===== config.mk =====
export PLATFORM = sky130hd
export DESIGN_NAME = agc_timing_gen
export DESIGN_NICKNAME = d
export VERILOG_FILES = /design/src/rtl/agc_timing_gen_pkg.sv /design/src/rtl/agc_timing_gen_tp_ring.sv /design/src/rtl/agc_timing_gen.sv
export SDC_FILE = /design/constraint.sdc
export NUM_CORES = 1
export LEC_CHECK = 0
export ABC_AREA = 1
export BUFFER_PORTS_ARGS = -buffer_cell sky130_fd_sc_hd__buf_2
export CAP_MARGIN = 20
export CORE_MARGIN = 3
export CORE_UTILIZATION = 49
export DETAILED_ROUTE_END_ITERATION = 8
export PLACE_DENSITY = 0.83
export RECOVER_POWER = 100
export SLEW_MARGIN = 20
export SYNTH_ARGS = -nofsm -noshare
export SYNTH_HDL_FRONTEND = slang
export SYNTH_SLANG_ARGS = --single-unit

===== constraint.sdc =====
create_clock -name CLOCK -period 1.7 [get_ports CLOCK]
set_input_delay 0.34 -clock CLOCK [delete_from_list [all_inputs] [get_ports CLOCK]]
set_output_delay 0.34 -clock CLOCK [all_outputs]
set_load 0.005 [all_outputs]

===== src/rtl/agc_timing_gen_pkg.sv =====
// Shared constants for the AGC timing generator: step modes, step-FSM states
// and default ring geometry.
package agc_timing_gen_pkg;

    localparam logic [1:0] MODE_RUN   = 2'd0;
    localparam logic [1:0] MODE_ISTEP = 2'd1;
    localparam logic [1:0] MODE_CSTEP = 2'd2;

    typedef enum logic [1:0] {
        S_RUN  = 2'd0,
        S_HOLD = 2'd1,
        S_GO   = 2'd2
    } step_state_t;

    localparam int DEF_NUM_TP = 12;
    localparam int DEF_PHASES = 4;

endpackage


===== src/rtl/agc_timing_gen_tp_ring.sv =====
// One-hot time-pulse rotator. Moves only on adv; force_last wins over hold,
// and reset parks the ring on the last pulse.
module agc_timing_gen_tp_ring #(
    parameter int N = 12
) (
    input  logic         clk,
    input  logic         rst,
    input  logic         adv,
    input  logic         hold,
    input  logic         force_last,
    output logic [N-1:0] t
);

    localparam logic [N-1:0] LAST = {1'b1, {(N-1){1'b0}}};

    always_ff @(posedge clk) begin
        if (rst) begin
            t <= LAST;
        end else if (adv) begin
            if (force_last)
                t <= LAST;
            else if (!hold)
                t <= {t[N-2:0], t[N-1]};
        end
    end

endmodule


===== src/rtl/agc_timing_gen.sv =====
// Clock-phase / time-pulse generator with RT/WT/CT strobes, GOJAM restart
// sequencing, instruction/cycle step control, cycle scaler and overflow strobes.
module agc_timing_gen
    import agc_timing_gen_pkg::*;
#(
    parameter int NUM_TP      = DEF_NUM_TP,
    parameter int PHASES      = DEF_PHASES,
    parameter int SCALER_BITS = 8,
    parameter int WL_WIDTH    = 16
) (
    input  logic                   CLOCK,
    input  logic                   SIM_RST,
    input  logic [1:0]             MODE,
    input  logic                   MSTRTP,
    input  logic                   INST_END,
    input  logic                   RESTART,
    input  logic [WL_WIDTH-1:0]    WL,
    output logic [PHASES-1:0]      PHS,
    output logic [NUM_TP-1:0]      T,
    output logic                   RT,
    output logic                   WT,
    output logic                   CT,
    output logic                   TPEND,
    output logic                   STOP,
    output logic                   GOJAM,
    output logic [SCALER_BITS-1:0] SCALER,
    output logic                   OVF_n,
    output logic                   UNF_n
);

    localparam int            PW      = $clog2(PHASES);
    localparam logic [PW-1:0] PH_LAST = PW'(PHASES - 1);
    localparam logic [PW-1:0] PH_WT   = PW'(PHASES / 2);

    logic [PW-1:0] ph;
    logic          adv, boundary, gojam_clr;
    logic          is_run, enter_hold, ring_hold, ring_force;
    logic          mstrt_q, mstrt_edge, go_req, primed;
    step_state_t   state;

    // Only the sign bits of the write bus matter here.
    logic unused_wl;
    assign unused_wl = ^WL[WL_WIDTH-3:0];

    assign adv        = (ph == PH_LAST);
    assign boundary   = adv && T[NUM_TP-1];
    assign TPEND      = boundary;
    assign gojam_clr  = boundary && !RESTART;
    assign is_run     = !(MODE == MODE_ISTEP || MODE == MODE_CSTEP);
    assign mstrt_edge = MSTRTP && !mstrt_q;
    assign PHS        = PHASES'(1) << ph;

    // Decision taken at a boundary: park on the last pulse, or let the ring go.
    always_comb begin
        enter_hold = 1'b0;
        case (state)
            S_HOLD:  enter_hold = !(is_run || go_req);
            default: enter_hold = (MODE == MODE_CSTEP) || (MODE == MODE_ISTEP && INST_END);
        endcase
    end

    assign ring_hold  = boundary && enter_hold;
    assign ring_force = GOJAM && !gojam_clr;

    agc_timing_gen_tp_ring #(.N(NUM_TP)) u_tp_ring (
        .clk       (CLOCK),
        .rst       (SIM_RST),
        .adv       (adv),
        .hold      (ring_hold),
        .force_last(ring_force),
        .t         (T)
    );

    always_ff @(posedge CLOCK) begin
        if (SIM_RST) begin
            ph     <= '0;
            RT     <= 1'b0;
            WT     <= 1'b0;
            CT     <= 1'b0;
            GOJAM  <= 1'b1;
            SCALER <= '0;
            primed <= 1'b0;
            OVF_n  <= 1'b1;
            UNF_n  <= 1'b1;
        end else begin
            ph <= adv ? '0 : ph + 1'b1;
            RT <= (ph == '0);
            WT <= (ph == PH_WT);
            CT <= adv;
            if (RESTART)
                GOJAM <= 1'b1;
            else if (boundary)
                GOJAM <= 1'b0;
            // The stub cycle that ends the reset sequence is not a memory cycle.
            if (boundary) begin
                primed <= 1'b1;
                if (primed)
                    SCALER <= SCALER + 1'b1;
            end
            OVF_n <= !(CT && !WL[WL_WIDTH-1] &&  WL[WL_WIDTH-2]);
            UNF_n <= !(CT &&  WL[WL_WIDTH-1] && !WL[WL_WIDTH-2]);
        end
    end

    always_ff @(posedge CLOCK) begin
        if (SIM_RST) begin
            state   <= S_RUN;
            STOP    <= 1'b0;
            go_req  <= 1'b0;
            mstrt_q <= 1'b0;
        end else begin
            mstrt_q <= MSTRTP;
            if (state == S_HOLD && mstrt_edge)
                go_req <= 1'b1;
            if (boundary) begin
                if (enter_hold) begin
                    state <= S_HOLD;
                    STOP  <= 1'b1;
                end else begin
                    if (is_run)
                        state <= S_RUN;
                    else if (state == S_HOLD)
                        state <= S_GO;
                    STOP   <= 1'b0;
                    go_req <= 1'b0;
                end
            end
        end
    end

endmodule

* After elaboration in Yosys (flattened, before gate mapping) *
Cells that the tools add are included.

storage, ports and cells
  bits in registers = 34
  output and inout port bits = 32

operators by class
  $add $sub $neg = 2
  eq/ne operators = 7
  shift operators = 1
  mux-type cells = 10
  reduce and logical (&&, ||, !) cells = 29

operator list
  cell                 count
  $mux 12              2
  $logic_and 1x1->1    11
  $logic_not 1->1      9
  $add 8x1->8 const B  1
  $eq 2x2->1 const B   3
  $mux 2               3
  $reduce_and 2->1     3
  $mux 1               5
  $eq 2x1->1 const B   2
  $reduce_or 2->1      2
  $shl 1x2->4 const A  1
  $logic_or 1x1->1     3
  $ne 3x2->1 const B   1
  $add 2x1->2 const B  1
  $logic_not 2->1      1
  $ne 2x2->1 const B   1

* Logic depth before layout (Yosys ltp) *
Gate-level depths: netlist of the first run.

  word-level depth = 9
  depth in mapped cells = 12
  mapped depth without buffers = 11

* Modules after synthesis *
From an unflattened synthesis of the first run, not the netlist that was laid out.

second synthesis, totals
  cells, all modules = 216
  area total of the unflattened synthesis = 1624.1 µm²

by module, submodules not included
  module                  times used  cells an instance  area each (µm²)  sequential area each (µm²)
  agc_timing_gen          1           134                1034.7           440.4
  agc_timing_gen_tp_ring  1           82                 589.3            240.2

* Least setup slack after synthesis of the first run *
No wires, ideal clock.

  path kind = register to register
  from = reg ph[0]
  to = reg u_tp_ring.t[1]
  library setup time = 0.113 ns
  arrival = 1.447 ns
  data required time = 1.587 ns
  slack = 0.141 ns
  cell stages (with the launch flop) = 11
  path buffers = 2
  period minus slack after synthesis = 1.559 ns
  cells stage by stage = dfxtp_1 -> ha_1 -> buf_6 -> nand2_4 -> o21ai_4 -> nand3_4 -> nand2_2 -> buf_6 -> nand2_1 -> nand2_1 -> nor2_1

on the way
  cells in the longest elaborated chain, start to end = 7

RTL lines
  item                               line                          source
  from (decl)                        agc_timing_gen.sv:35          logic [PW-1:0] ph;
  from (signal assigned)             agc_timing_gen.sv:86          ph <= adv ? '0 : ph + 1'b1;
  $eq 2x2->1 *                       agc_timing_gen.sv:45          assign adv = (ph == PH_LAST);
  net adv                            agc_timing_gen.sv:36          logic adv, boundary, gojam_clr;
  $logic_and 1x1->1                  agc_timing_gen.sv:46          assign boundary = adv && T[NUM_TP-1];
  $logic_and 1x1->1                  agc_timing_gen.sv:48          assign gojam_clr = boundary && !RESTART;
  $logic_not 1->1                    agc_timing_gen.sv:63          assign ring_force = GOJAM && !gojam_clr;
  $logic_and 1x1->1                  agc_timing_gen.sv:63
  $ne 2x2->1 (no source line)        n/a
  $reduce_and 2->1 (no source line)  n/a
  to (signal assigned)               agc_timing_gen_tp_ring.sv:23  t <= {t[N-2:0], t[N-1]};
  to (decl)                          agc_timing_gen_tp_ring.sv:11  output logic [N-1:0] t

Mark *: on every way through the listed nets, which the timed path passes. The rest lies on a longest branch.
A chain may end at the register's enable or synchronous reset.

* Worst setup path in the final report of the first run *
  from = reg ph[1]
  to = out PHS[3]

on the way
  cells in the longest elaborated chain, start to end = 1

RTL lines
  item         line                  source
  $shl 1x2->4  agc_timing_gen.sv:51  assign PHS = PHASES'(1) << ph;
  to (decl)    agc_timing_gen.sv:18  output logic [PHASES-1:0] PHS,

Every way passes these cells.

==> reports/results.txt, run 1 <==
CTS tree = done
I/O Pins = 55
Clk sinks = 34
Die ar. = 3880 um^2
Initial core utilization = 0.540
Relative slew slack = 0.596
Setup Slack @ Placement = 48.5 ps
Final WL = 3210 um
Path type of the worst setup path = reg2out
Overall die width = 62.3 um
CP endpoint kind = output pin
Summed instance area of the synthesized netlist = 1550 um^2
Worst-case clock buffer depth = 2
Synth Net Count = 249
Number of global-route vias before repair = 1302
Yosys warning count = 0
Leading cell types in the layout, fill and taps excluded = sky130_fd_sc_hd__nand2_1 (48), sky130_fd_sc_hd__nor2_1 (44), sky130_fd_sc_hd__inv_1 (39)
Number of standard cells after synthesis = 219
Worst Path Required = 1360 ps
Peak clock frequency supported by timing = 0.634 GHz
Wire length of the first global-routing pass = 5540 um
Min Tclk post-route = 1580 ps
Vias = 1432
Final-layout worst hold slack = 206 ps
Number of storage elements in the synthesis netlist = 34
Total number of nets in the final design = 298
Register area = 682 um^2
Sequential-to-total area share from yosys stat = 0.438
Global route total overflow = 0
Status = finished clean
Number of endpoints failing setup at the final stage = 0
Post-DP HPWL = 2390 um
Count of buffer and inverter cells on the critical path = 2
Largest net degree at the start of global routing = 21
Clock insertion delay at the later pin of the skew report = 330 ps
Most common cell after layout, fill and taps aside = sky130_fd_sc_hd__nand2_1
Final cycle utilization of the critical path = 0.928
RD Place Congestion = 0.788
Router iterations before antenna repair = 4
Layout-stage area growth over the synthesis result = 20.3%
Slew Viols, Final = 0
Library cell used as clock root buffer = sky130_fd_sc_hd__clkbuf_4
Y dimension of the die = 62.3 um
Critical-path top delay cell = sky130_fd_sc_hd__dfxtp_1
Series of cell instances along the critical path = ha_2 -> buf_4 -> clkbuf_1
Remaining design rule violation count = 0
Area inside the core boundary = 2880 um^2
Final Skew = 7.63 ps
Launching element type of the critical path = flip-flop
Post-DR vias/cell = 4.62
Synth unique cells = 21
Path type of the worst min-delay path = in2reg
Tot GR Track Use = 0.176
Initial antenna violation count = 0
FP Rows = 19
CTS Hold Bufs = 0
Register clock-pin slew on the reported worst setup and hold paths = 90 ps
CTS Buf Count = 5
Total power per unit cell area = 784 nW/um^2
Final cell utilization of the core = 0.650
Maximum fanout count along the critical path = 10
Layout cells sized above 1 = 0.183
Mean post-synth cell area = 7.10 um^2
Leakage power total = 0.920 nW
Arrival time of the worst setup path = 1240 ps
Maximum cell stage delay along the critical path = 380 ps
Final setup margin = 122 ps
Total area of multi-input combinational cells = 682 um^2
Setup tns final = 0 ps
Fill cell total of the finished layout = 278
H-Tree Level Count = 2
Endpoints failing hold = 0
Setup repair after global routing missed its margin = false
Category of cells accounting for the largest share of critical-path delay = flip-flops
Count of inserted antenna diode cells = 0
Actual slew at the worst max-slew pin = 606 ps
MaxCap Viol Count = 0
VDD IR max = 0.552 mV
Port bufs = 40
Drt wl/cell = 10.4 um
Final ANT Viol Nets = 0
Violation count after the first detailed-routing iteration = 66
-- state kept, by name (all words and copies together) (netlist names), 2 cells and up --
name	flops
SCALER	8
u_tp_ring.t	12
ph	2
state	2
-- cell type report --
cell class                      instances  area share
Sequential cell                        34       0.365
Multi-Input combinational cell        139       0.365
Timing Repair Buffer                   48       0.136
Inverter                               40      0.0823
Tap cell                               42      0.0281
Clock buffer                            7      0.0241
-- worst paths after layout --
check                           startpoint         endpoint  slack (ps)  cells after the start
worst min-delay path                WL[14]            OVF_n         210                      2
worst min register to register          CT            OVF_n         430                      1
worst max register to register       ph[0]  u_tp_ring.t[11]         170                      9
worst max-delay path                 ph[1]           PHS[3]         120                      3
-- metal layers --
metal / track usage / wire, um / up-vias
met2: 0.273 / 1450 / 32
met3: 0.0667 / 189 / 9
met1: 0.221 / 1520 / 635
met4: 0.0716 / 49 / 0
li1: - / - / 756
met5: 0 / 0 / -
-- report_power, final --
part	switching, W	internal (W)
sequential	0.0000231	0.000831
clock	0.000246	0.000156
combinational	0.000122	0.0000879
total	0.000392	0.00107
-- synth_stat cells (all sizes together) --
cell | count | area, um^2
nor3 | 2 | 10.0
o211ai | 1 | 7.51
o21bai | 1 | 7.51
nand3 | 11 | 67.6
nand4 | 4 | 25.0
clkbuf | 3 | 11.3
buf | 3 | 30.0
nand2 | 50 | 200
inv | 40 | 150
dfxtp | 34 | 681
o21ai | 7 | 46.3
a21oi | 11 | 58.8
nor2 | 45 | 171
ha | 7 | 87.6
-- timing repair --
action	CTS	global route
resized for setup	1	2
buffers inserted	1	0
setup endpoints to repair	1	2
gates cloned	0	0
-- per-stage QoR --
stage               power, W  cells  cell area (um^2)
floorplan            0.00100    219              1550
global placement     0.00108    302              1830
detailed placement   0.00109    302              1830
CTS                  0.00149    310              1890
global route         0.00155    310              1870
finish               0.00147    310              1870
-- cells by family after synthesis --
kind of cell               share of synthesized area
and+or+nand+nor                                0.305
buffers and inverters                          0.123
DFF                                            0.438
AOI/OAI and AO/OA                             0.0773
adders and majority gates                     0.0564
(Power assumes the default switching activity.)
==> run 2: changes to the inputs <==
CORE_ASPECT_RATIO = 0.6   (was unset)
==> reports/results.txt, run 2 (synthesis results as in run 1) <==
Status = finished clean
Wire length of the first global-routing pass = 5330 um
Part of the power in combinational logic = 0.120
Number of post-CTS setup repair buffers = 0
Clock insertion delay at the later pin of the skew report = 280 ps
Critical-path top delay cell = sky130_fd_sc_hd__dfxtp_1
Final cycle utilization of the critical path = 0.932
Endpoints failing hold = 0
Final Skew = 4.08 ps
Clk sinks = 34
Total number of nets in the final design = 298
Total power per unit cell area = 906 nW/um^2
Layout cells sized above 1 = 0.193
Levels on crit path = 4
Drt wl/cell = 10.2 um
Remaining design rule violation count = 0
Worst-case clock buffer depth = 2
Most common cell after layout, fill and taps aside = sky130_fd_sc_hd__nand2_1
Leading cell types in the layout, fill and taps excluded = sky130_fd_sc_hd__nand2_1 (48), sky130_fd_sc_hd__nor2_1 (44), sky130_fd_sc_hd__inv_1 (39)
Post-DR vias/cell = 4.49
Count of buffer and inverter cells on the critical path = 2
Initial antenna violation count = 0
Final WL = 3160 um
Number of endpoints failing setup at the final stage = 0
Layout-stage area growth over the synthesis result = 24.6%
Category of cells accounting for the largest share of critical-path delay = flip-flops
Count of inserted antenna diode cells = 0
Violation count after the first detailed-routing iteration = 71
Router iterations before antenna repair = 4
Fill cell total of the finished layout = 272
Internal portion of total power = 0.00133 W
Setup tns final = 0 ps
RD Place Congestion = 0.809
Largest net degree at the start of global routing = 21
Path type of the worst min-delay path = in2reg
Number of cells traversed by the worst register-to-register path = 8
I/O Pins = 55
MaxCap Viol Count = 0
Post-DP HPWL = 2320 um
Port bufs = 40
Maximum fanout count along the critical path = 6
CTS Hold Bufs = 0
Vias = 1397
Switching power = 0.000427 W
Series of cell instances along the critical path = ha_2 -> nand2_4 -> inv_2 -> buf_2
Initial core utilization = 0.527
CP endpoint kind = output pin
Path type of the worst setup path = reg2out
Leakage power total = 0.962 nW
Actual slew at the worst max-slew pin = 644 ps
Number of flip-flops in the largest register = 12
Area inside the core boundary = 2950 um^2
Cells on Worst Hold Path = 2
Setup repair after global routing missed its margin = false
Tot GR Track Use = 0.176
Overall die width = 78.7 um
CTS tree = done
Final-layout worst hold slack = 257 ps
Launching element type of the critical path = flip-flop
Arrival time of the worst setup path = 1240 ps
Y dimension of the die = 49.6 um
H-Tree Level Count = 2
Peak clock frequency supported by timing = 0.631 GHz
Die ar. = 3910 um^2
Register clock-pin slew on the reported worst setup and hold paths = 70 ps
Switching share of power = 0.243
Library cell used as clock root buffer = sky130_fd_sc_hd__clkbuf_8
Min Tclk post-route = 1580 ps
CTS Buf Count = 5
Maximum cell stage delay along the critical path = 390 ps
VDD IR max = 0.546 mV
Global route total overflow = 0
Power share of the sequential group = 0.486
Slew Viols, Final = 0
Relative slew slack = 0.570
Final ANT Viol Nets = 0
Worst Path Required = 1360 ps
Largest registers = u_tp_ring.t: 12 flops, SCALER: 8 flops
Largest register by flop count = u_tp_ring.t
Number of global-route vias before repair = 1225
FP Rows = 15
Share of power burned in the clock network = 0.394
-- run 2: path summary, 6_finish.rpt --
check / startpoint / endpoint / slack [ps]
worst min register to register: CT / OVF_n / 430
worst max-delay path: ph[0] / TPEND / 120
worst min-delay path: WL[14] / OVF_n / 260
worst max register to register: ph[0] / u_tp_ring.t[10] / 180
-- run 2: worst reg2reg max path, delay by kind of cell, from the launching register on --
kind | cells | cell delay, ps
simple gates | 5 | 500
buf+inv | 1 | 140
fa+ha+maj | 1 | 230
flops | 1 | 390
compound gates | 1 | 170
-- run 2: layout make-up --
class | count | area (um^2) | area share
Tap cell | 42 | 52.6 | 0.0271
Timing Repair Buffer | 48 | 255 | 0.132
Clock buffer | 8 | 110 | 0.0569
Sequential cell | 34 | 681 | 0.352
Multi-Input combinational cell | 139 | 687 | 0.355
Inverter | 40 | 150 | 0.0776
-- run 2: metrics by stage --
stage | setup WS (ps) | utilization | instances | area [um^2] | total power (W)
final | 116 | 0.657 | 311 | 1940 | 0.00175
after floorplan | 141 | - | 219 | 1550 | 0.00100
after CTS | 77.0 | 0.661 | 311 | 1950 | 0.00178
after global routing | 7.42 | 0.657 | 311 | 1940 | 0.00185
after detailed placement | 74.2 | 0.624 | 303 | 1840 | 0.00109
after global placement | 97.0 | 0.624 | 303 | 1840 | 0.00108
-- run 2: per-layer routing --
layer  track usage  vias up  part of all wire
met5             0        -                 0
met4        0.0843        0             0.012
met3        0.0657        3             0.071
met2         0.256       36              0.41
met1         0.230      600              0.50
li1              -      758                 -
-- run 2: power groups by stage --
stage | registers (W) | logic, W | clock network, W
finish | 0.000853 | 0.000211 | 0.000690
floorplan | 0.000871 | 0.000132 | 0
detailed placement | 0.000871 | 0.000214 | 0
global route | 0.000858 | 0.000244 | 0.000751
CTS | 0.000853 | 0.000217 | 0.000711
global placement | 0.000870 | 0.000209 | 0
-- run 2: repair_timing --
action                                  4_1_cts  5_1_grt
endpoints found under the setup margin        1        2
pin swaps                                     0        0
resized for setup                             1        2
